==> src/rtl/mux_arbiter_pkg.sv <==
`default_nettype none
// ----------------------------------------------------------------------------
// mux_arbiter_pkg : state encoding, source codes and defaults for mux_arbiter
// Revision        : 1.0
// ----------------------------------------------------------------------------
package mux_arbiter_pkg;

  typedef enum logic [1:0] {
    IDLE  = 2'd0,
    OWN_A = 2'd1,
    OWN_B = 2'd2
  } state_t;

  localparam logic SRC_A = 1'b1;
  localparam logic SRC_B = 1'b0;

  localparam int MAX_BURST_DEF = 4;

endpackage
`default_nettype wire

==> src/rtl/mux_arbiter_mux.sv <==
`default_nettype none
// ----------------------------------------------------------------------------
// mux_arbiter_mux : shared 2:1 datapath mux, select high picks input A
// Revision        : 1.0
// ----------------------------------------------------------------------------
module mux_arbiter_mux
  import mux_arbiter_pkg::*;
#(
  parameter int WIDTH = 32
) (
  input  logic [WIDTH-1:0] i_a,
  input  logic [WIDTH-1:0] i_b,
  input  logic             i_sel,
  output logic [WIDTH-1:0] o_y
);

  assign o_y = (i_sel == SRC_A) ? i_a : i_b;

endmodule
`default_nettype wire

==> src/rtl/mux_arbiter.sv <==
`default_nettype none
// ----------------------------------------------------------------------------
// mux_arbiter : round-robin burst arbiter for two producers sharing one mux,
//               with a single-entry valid/ready output register
// Revision    : 1.0
// ----------------------------------------------------------------------------
module mux_arbiter
  import mux_arbiter_pkg::*;
#(
  parameter int WIDTH     = 32,
  parameter int MAX_BURST = MAX_BURST_DEF
) (
  input  logic             clk,
  input  logic             rst_n,
  input  logic             req_a,
  input  logic [WIDTH-1:0] data_a,
  output logic             ack_a,
  input  logic             req_b,
  input  logic [WIDTH-1:0] data_b,
  output logic             ack_b,
  output logic             sel,
  output logic             out_valid,
  output logic [WIDTH-1:0] out_data,
  output logic             out_src,
  input  logic             out_ready
);

  state_t           r_state;
  logic             r_last;
  logic [7:0]       r_beat_cnt;
  logic             r_out_valid;
  logic [WIDTH-1:0] r_out_data;
  logic             r_out_src;

  logic             w_own_a;
  logic             w_own_b;
  logic             w_req_own;
  logic             w_req_oth;
  logic             w_slot_free;
  logic             w_accept;
  logic             w_burst_done;
  logic [8:0]       w_beat_next;
  logic [WIDTH-1:0] w_mux_y;

  assign w_own_a      = (r_state == OWN_A);
  assign w_own_b      = (r_state == OWN_B);
  assign w_req_own    = w_own_a ? req_a : req_b;
  assign w_req_oth    = w_own_a ? req_b : req_a;
  assign w_slot_free  = !r_out_valid || out_ready;
  assign w_accept     = (w_own_a || w_own_b) && w_req_own && w_slot_free;
  assign w_beat_next  = {1'b0, r_beat_cnt} + 9'd1;
  // >= so that a count saturated during a solo run still yields once the peer asks
  assign w_burst_done = (w_beat_next >= 9'(MAX_BURST));

  assign ack_a     = w_own_a && req_a && w_slot_free;
  assign ack_b     = w_own_b && req_b && w_slot_free;
  assign sel       = w_own_a;
  assign out_valid = r_out_valid;
  assign out_data  = r_out_data;
  assign out_src   = r_out_src;

  mux_arbiter_mux #(
    .WIDTH (WIDTH)
  ) u_mux (
    .i_a   (data_a),
    .i_b   (data_b),
    .i_sel (sel),
    .o_y   (w_mux_y)
  );

  always_ff @(posedge clk or negedge rst_n) begin
    if (!rst_n) begin
      r_state     <= IDLE;
      r_last      <= SRC_B;
      r_beat_cnt  <= '0;
      r_out_valid <= 1'b0;
      r_out_data  <= '0;
      r_out_src   <= SRC_B;
    end else begin
      if (w_accept) begin
        r_out_valid <= 1'b1;
        r_out_data  <= w_mux_y;
        r_out_src   <= w_own_a ? SRC_A : SRC_B;
      end else if (out_ready) begin
        r_out_valid <= 1'b0;
      end

      case (r_state)
        IDLE: begin
          if (req_a && (!req_b || r_last == SRC_B)) begin
            r_state    <= OWN_A;
            r_last     <= SRC_A;
            r_beat_cnt <= '0;
          end else if (req_b) begin
            r_state    <= OWN_B;
            r_last     <= SRC_B;
            r_beat_cnt <= '0;
          end
        end
        OWN_A, OWN_B: begin
          if ((!w_req_own || (w_accept && w_burst_done)) && w_req_oth) begin
            r_state    <= w_own_a ? OWN_B : OWN_A;
            r_last     <= w_own_a ? SRC_B : SRC_A;
            r_beat_cnt <= '0;
          end else if (!w_req_own) begin
            r_state <= IDLE;
          end else if (w_accept) begin
            r_beat_cnt <= w_burst_done ? 8'(MAX_BURST) : w_beat_next[7:0];
          end
        end
        default: r_state <= IDLE;
      endcase
    end
  end

endmodule
`default_nettype wire

==> config.mk <==
export PLATFORM = sky130hd
export DESIGN_NAME = mux_arbiter
export DESIGN_NICKNAME = d
export VERILOG_FILES = /design/src/rtl/mux_arbiter_pkg.sv /design/src/rtl/mux_arbiter_mux.sv /design/src/rtl/mux_arbiter.sv
export SDC_FILE = /design/constraint.sdc
export NUM_CORES = 1
export LEC_CHECK = 0
export ABC_CLOCK_PERIOD_IN_PS = 3350
export BUFFER_PORTS_ARGS = -buffer_cell sky130_fd_sc_hd__buf_2
export CAP_MARGIN = 20
export CORE_MARGIN = 10
export CORE_UTILIZATION = 51
export DETAILED_ROUTE_END_ITERATION = 10
export HOLD_SLACK_MARGIN = 0.12
export PLACE_DENSITY = 0.83
export SYNTH_ARGS = -nofsm -noshare
export SYNTH_HDL_FRONTEND = slang
export SYNTH_SLANG_ARGS = --single-unit
==> constraint.sdc <==
create_clock -name clk -period 3.35 [get_ports clk]
set_clock_uncertainty 0.1 [all_clocks]
set_input_delay 1.005 -clock clk [delete_from_list [all_inputs] [get_ports clk]]
set_output_delay 1.005 -clock clk [all_outputs]
set_load 0.005 [all_outputs]
==> flow_summary.json, run 1 <==
{
  "slew_headroom_pct": 68.1,
  "slew_violations": 0,
  "cts_hold_buf": 0,
  "io_pins": 106,
  "drt_wl_total_mm": 6.38,
  "cts_max_level": 2,
  "cp.arrival_ns": 1.62,
  "hp-start": "out_data[22]",
  "cp-end-kind": "output port",
  "ant_nets": 0,
  "design.core.area_sq_mm": 0.00444,
  "grtUsageTotal_pct": 15.6,
  "power_switching_uw": 911,
  "cp_max_fo": 3,
  "pwr-share-comb_pct": 46.5,
  "r2r-start": "r_state[1]",
  "cpLargestDelayFamily": "simple AND/OR/NAND/NOR gates",
  "ys_warn_count": 0,
  "ir_worst_vdd_v": 0.000486,
  "gp_congestion": 0.905,
  "p_leak_uw": 0.00156,
  "remaining_drc_errors": 0,
  "min_path_type": "reg2reg",
  "io_buffers": 105,
  "seqPwrFrac_pct": 36.2,
  "holdWs_ns": 0.381,
  "dieHeight_um": 88.6,
  "power_density_mw_per_mm2": 781,
  "fmax_mhz": 367,
  "clock_latency_ns": 0.29,
  "drive_gt1_share_pct": 37.0,
  "n_antenna_cell": 0,
  "critPathKind": "in2out",
  "critPathMaxStageDelay_ns": 0.20,
  "critPathMostFrequentCell": "buf_2",
  "reg2reg_slack_ns": 1.14,
  "fill_cells": 349,
  "areaGrowthSynthToFinish_pct": 29.3,
  "die_width_um": 88.6,
  "max-cap-violations": 0,
  "via_per_inst": 5.28,
  "grt_pass1_wl_mm": 9.85,
  "synth.ff_latch_count": 45,
  "synthDistinctLibCells": 43,
  "postSynthCellCount": 245,
  "placementRows": 24,
  "seq_area_frac_synth_pct": 46.9,
  "reg2reg_depth": 8,
  "nets": 422,
  "cts_tree": "done",
  "min_to": "out_data[22]",
  "crit_cells": 4,
  "grt.overflow.total": 0,
  "cts_setup_buffers": 0,
  "synth_fp_nets": 319,
  "syn-mean-instance-area_sq_um": 9.79,
  "rsz0062_at_grt": "no",
  "p_sw_share_pct": 37.6,
  "setup_viol": 0,
  "route.vias.total": 2118,
  "clock-sinks": 45,
  "cts_resized": 0,
  "p_int_uw": 1510,
  "synth_ff_type": "dfrtp_1",
  "final_hold_viol_count": 0,
  "synth_enable_flop_cells": 0,
  "clk_pin_slew_ns": 0.08,
  "cts_root_buffer": "clkbuf_8",
  "grt_pass1_vias": 2134,
  "finalCritPeriodShare_pct": 81.4,
  "outcome": "complete, no violations",
  "max_slew.worst_pin.slew_ns": 0.473,
  "holdPathStages": 2,
  "syn-cell-area_sq_mm": 0.00240,
  "clkPwrFrac_pct": 17.3,
  "worstPathRequired_ns": 2.24,
  "die_area_sq_mm": 0.00785,
  "clk_path_buf_depth": 2,
  "slowest_stage": "and3_1",
  "grt_max_degree": 46,
  "worst-path-buf-inv": 2,
  "dpl.hpwl_mm": 5.16,
  "async_flop_share_pct": 100,
  "first_pass_iters": 4,
  "worstReg2RegEnd": "out_data[26]",
  "fin_crit_ns": 2.73,
  "fin_setup_tns_ns": 0,
  "cts-buffers-inserted": 5,
  "cp-start-kind": "input pin",
  "grt_antenna_before_repair": 0,
  "route.detailed.wl_per_inst_um": 15.9,
  "start_util_pct": 54.0,
  "drtIter0Drc": 116,
  "path_cells": "buf_2 -> nand2b_1 -> and3_1 -> buf_2"
}
-- kinds of logic after synthesis --
| logic type | count (synthesis) | synth area share, % |
|---|---|---|
| multiplexers | 37 | 15.6 |
| AO/OA/AOI/OAI | 58 | 15.6 |
| flip-flops | 45 | 46.9 |
| buffers and inverters | 22 | 3.91 |
| XOR/XNOR | 1 | 0.365 |
| AND/OR/NAND/NOR | 77 | 14.9 |
| adder cells (fa/ha/maj) | 5 | 2.61 |
-- synthesized netlist by cell type, types with 3 or more instances --
master | instances | area, sq um
mux2_1 | 3 | 33.8
nor2_1 | 9 | 33.8
dfrtp_1 | 45 | 1130
ha_1 | 5 | 62.6
o21a_1 | 3 | 22.5
buf_2 | 6 | 30.0
nand2_1 | 45 | 169
a21oi_1 | 4 | 20.0
buf_1 | 3 | 11.3
mux2i_1 | 34 | 340
a31oi_1 | 3 | 18.8
nor3_1 | 3 | 15.0
o21ai_1 | 32 | 160
nand2b_1 | 5 | 31.3
and2_1 | 4 | 25.0
clkbuf_1 | 5 | 18.8
inv_1 | 6 | 22.5
-- state kept, by name (all words and copies together), names as in the netlist --
signal	cells
out_src	1
r_state	2
out_valid	1
r_last	1
r_beat_cnt	8
out_data	32
-- placed cells by master, fill, tap and decap left out, types with 2 or more instances in the layout --
cell type,count
buf_2,105
nand2_1,45
dfrtp_1,45
mux2i_1,34
o21ai_1,32
nor2_1,9
inv_1,6
clkbuf_8,6
buf_4,5
nand2b_1,4
a21oi_1,4
and2_1,4
ha_1,4
nor3_1,3
a31oi_1,3
o21a_1,3
mux2_1,3
and3_1,2
a21oi_2,2
o41ai_1,2
o22ai_1,2
-- area by class of cell --
class	instances	area [sq um]	area share (%)
Multi-Input combinational cell	178	1180	38.2
Sequential cell	45	1130	36.3
Timing Repair Buffer	111	583	18.8
Clock buffer	7	86.3	2.78
Tap cell	52	65.1	2.10
Clock inverter	1	30.0	0.969
Inverter	7	26.3	0.847
-- layer usage --
metal | GRT usage [%] | share of wire, % | vias up
li1 | - | - | 1064
met4 | 6.46 | 1.7 | 0
met2 | 26.7 | 51 | 71
met3 | 4.41 | 8.5 | 9
met5 | 0 | 0 | -
met1 | 17.8 | 39 | 974
-- per-stage QoR --
step                worst slack [ns]  total power (uW)  instance area [sq um]  utilization, %  cells
floorplan                      0.622              1600                   2400               -    245
global placement               0.630              1980                   2960            66.7    392
detailed placement             0.616              2030                   2960            66.7    392
CTS                            0.617              2450                   3080            69.3    400
global route                   0.603              2630                   3100            69.8    401
finish                         0.622              2420                   3100            69.8    401
-- worst min-delay path, delay by kind of cell (launching register included) --
kind | cells | cell delay, ns
DFF | 1 | 0.34
and+or+nand+nor | 1 | 0.05
AOI/OAI and AO/OA | 1 | 0.06
-- worst max-delay path by stage --
stage          startpoint  endpoint
6_report        out_ready     ack_a
4_1_cts         out_ready     ack_a
2_1_floorplan  r_state[1]     ack_a
5_1_grt         out_ready     ack_b
3_3_place_gp    out_ready     ack_a
3_5_place_dp    out_ready     ack_a
-- power groups by stage --
stage | combinational (uW) | sequential [uW] | clock [uW]
finish | 1130 | 877 | 419
global placement | 1100 | 876 | 0
global route | 1270 | 903 | 453
floorplan | 699 | 906 | 0
detailed placement | 1140 | 890 | 0
CTS | 1150 | 878 | 429
No activity file was read; power rests on OpenSTA's default activity.
==> run 2, diff against run 1 <==
--- a/config.mk
+++ b/config.mk
@@ -5,14 +5,14 @@
 export SDC_FILE = /design/constraint.sdc
 export NUM_CORES = 1
 export LEC_CHECK = 0
-export ABC_CLOCK_PERIOD_IN_PS = 3350
+export ABC_CLOCK_PERIOD_IN_PS = 2600
 export BUFFER_PORTS_ARGS = -buffer_cell sky130_fd_sc_hd__buf_2
 export CAP_MARGIN = 20
 export CORE_MARGIN = 10
-export CORE_UTILIZATION = 51
+export CORE_UTILIZATION = 47
 export DETAILED_ROUTE_END_ITERATION = 10
 export HOLD_SLACK_MARGIN = 0.12
-export PLACE_DENSITY = 0.83
+export PLACE_DENSITY = 0.78
 export SYNTH_ARGS = -nofsm -noshare
 export SYNTH_HDL_FRONTEND = slang
 export SYNTH_SLANG_ARGS = --single-unit
==> constraint.sdc (replaced) <==
create_clock -name clk -period 2.6 [get_ports clk]
set_clock_uncertainty 0.1 [all_clocks]
set_input_delay 0.78 -clock clk [delete_from_list [all_inputs] [get_ports clk]]
set_output_delay 0.78 -clock clk [all_outputs]
set_load 0.005 [all_outputs]
==> run 2 against run 1 <==
  * Clock power up 7.4%
  * Register-to-register slack lost 0.82 ns
  * Final cell count is 4.0% higher
  * Sequential share of layout area about the same
  * Hold slack got worse by 0.024 ns
  * Flip-flop and latch count did not move
  * Count of clock-buffer cells in the layout fell by 2
  * First-iteration DRC count decreased by 9.5%
  * Die area increased by 6.5%
  * Critical endpoint unchanged
==> flow_summary.json, run 2 (synthesis gave the netlist of run 1 again) <==
{
  "outcome": "complete, no violations",
  "via_per_inst": 4.96,
  "holdWs_ns": 0.357,
  "worst-path-buf-inv": 2,
  "reg2reg_slack_ns": 0.32,
  "start_util_pct": 49.5,
  "grt_pass1_wl_mm": 10.8,
  "worstPathRequired_ns": 1.72,
  "cts_root_buffer": "clkbuf_8",
  "grt_antenna_before_repair": 0,
  "ant_nets": 0,
  "max-cap-violations": 0,
  "min_path_type": "in2async",
  "cp_max_fo": 7,
  "drtIter0Drc": 105,
  "io_buffers": 105,
  "gp_congestion": 0.912,
  "ir_worst_vdd_v": 0.000716,
  "drive_gt1_share_pct": 37.4,
  "grtUsageTotal_pct": 15.3,
  "nets": 423,
  "first_pass_iters": 4,
  "mostFrequentLayoutCell": "buf_2",
  "finalCritPeriodShare_pct": 91.9,
  "setup_viol": 0,
  "r2r-start": "r_beat_cnt[0]",
  "slowest_stage": "nand2b_1",
  "layout_common_cells": "buf_2 (105), nand2_1 (45), dfrtp_1 (45)",
  "cp-start-kind": "input pin",
  "rsz0062_at_grt": "no",
  "largest_register_ffs": 32,
  "areaGrowthSynthToFinish_pct": 29.4,
  "placementRows": 25,
  "grt_max_degree": 29,
  "design.core.area_sq_mm": 0.00485,
  "drt_wl_total_mm": 6.37,
  "cts_resized": 0,
  "path_cells": "buf_2 -> nand2b_1 -> and3_1 -> buf_2",
  "n_antenna_cell": 0,
  "clock_latency_ns": 0.30,
  "cts_setup_buffers": 0,
  "ff_latch_area_sq_mm": 0.00113,
  "crit_end": "ack_a",
  "post-place-ws_ns": 0.207,
  "remaining_drc_errors": 0,
  "fill_cells": 407,
  "cpLargestDelayFamily": "simple AND/OR/NAND/NOR gates",
  "cts_tree": "done",
  "final_util_pct": 64.0,
  "io_pins": 106,
  "multi_input_area_sq_mm": 0.00118,
  "slew_violations": 0,
  "cp.arrival_ns": 1.51,
  "reg2reg_depth": 5,
  "cts-buffers-inserted": 5,
  "grt.overflow.total": 0,
  "clk_pin_slew_ns": 0.09,
  "cts_max_level": 2,
  "cts_hold_buf": 0,
  "clk_path_buf_depth": 2,
  "cp-end-kind": "output port",
  "die_width_um": 91.4,
  "slew_headroom_pct": 62.5,
  "grt_pass1_vias": 2194,
  "route.vias.total": 2070,
  "crit_cells": 4,
  "power_density_mw_per_mm2": 976,
  "fin_crit_ns": 2.39,
  "critPathMostFrequentCell": "buf_2",
  "final_hold_viol_count": 0,
  "fin_setup_tns_ns": 0,
  "die_area_sq_mm": 0.00836,
  "dpl.hpwl_mm": 5.17,
  "worstReg2RegEnd": "r_state[0]",
  "route.detailed.wl_per_inst_um": 15.3,
  "fin_ws_ns": 0.210,
  "worstSetupStartpoint": "out_ready",
  "dieHeight_um": 91.4,
  "p_leak_uw": 0.00155,
  "clock-sinks": 45,
  "critPathKind": "in2out",
  "critPathMaxStageDelay_ns": 0.26,
  "max_slew.worst_pin.slew_ns": 0.555,
  "fmax_mhz": 418
}
[run 2: cell count changes in the layout (fill, tap and decap cells not counted)]
cell / before / now
buf_4: 5 / 6
bufinv_16: 1 / 0
clkbuf_1: 1 / 0
clkbuf_8: 6 / 5
clkinv_4: 0 / 1
clkinvlp_4: 0 / 1
inv_6: 0 / 1
[run 2: worst min-delay path by stage]
stage / end / cells past startpoint
floorplan: out_data[0] / 0
global placement: out_data[24] / 2
detailed placement: out_data[28] / 2
CTS: r_beat_cnt[1] / 1
global route: out_data[26] / 1
finish: r_last / 1
[run 2: cell type report]
cell class	instances	area share (%)
clock buffers	5	2.22
clock inverters	3	0.806
inverters	7	0.846
multi-input cells	178	38.1
flip-flops and latches	45	36.3
well taps	67	2.70
repair buffers	112	19.0
[run 2: worst reg2reg max path: stages (launching register included)]
cell and delay (ns):
dfrtp_1 0.44, ha_1 0.26, nor4_1 0.48, nor2_1 0.11
o41ai_1 0.58, o32ai_1 0.17
[run 2: per-stage QoR]
stage / total power (uW) / cells / area [sq um]
floorplan: 2070 / 245 / 2400
global placement: 2570 / 409 / 3010
detailed placement: 2620 / 409 / 3010
CTS: 3060 / 417 / 3100
global route: 3300 / 417 / 3100
finish: 3030 / 417 / 3100
[run 2: routing by layer]
layer	global-route usage, %	up-vias	wire (um)
li1	-	1070	-
met1	17.7	932	2670
met2	27.1	64	3260
met3	4.03	4	394
met4	4.05	0	43
met5	0	-	0
[run 2: report_power, final]
group          leakage, uW  switching (uW)  internal [uW]
clock            0.0000447             256            194
sequential        0.000573             149            984
combinational     0.000927             790            657
total              0.00155            1190           1840
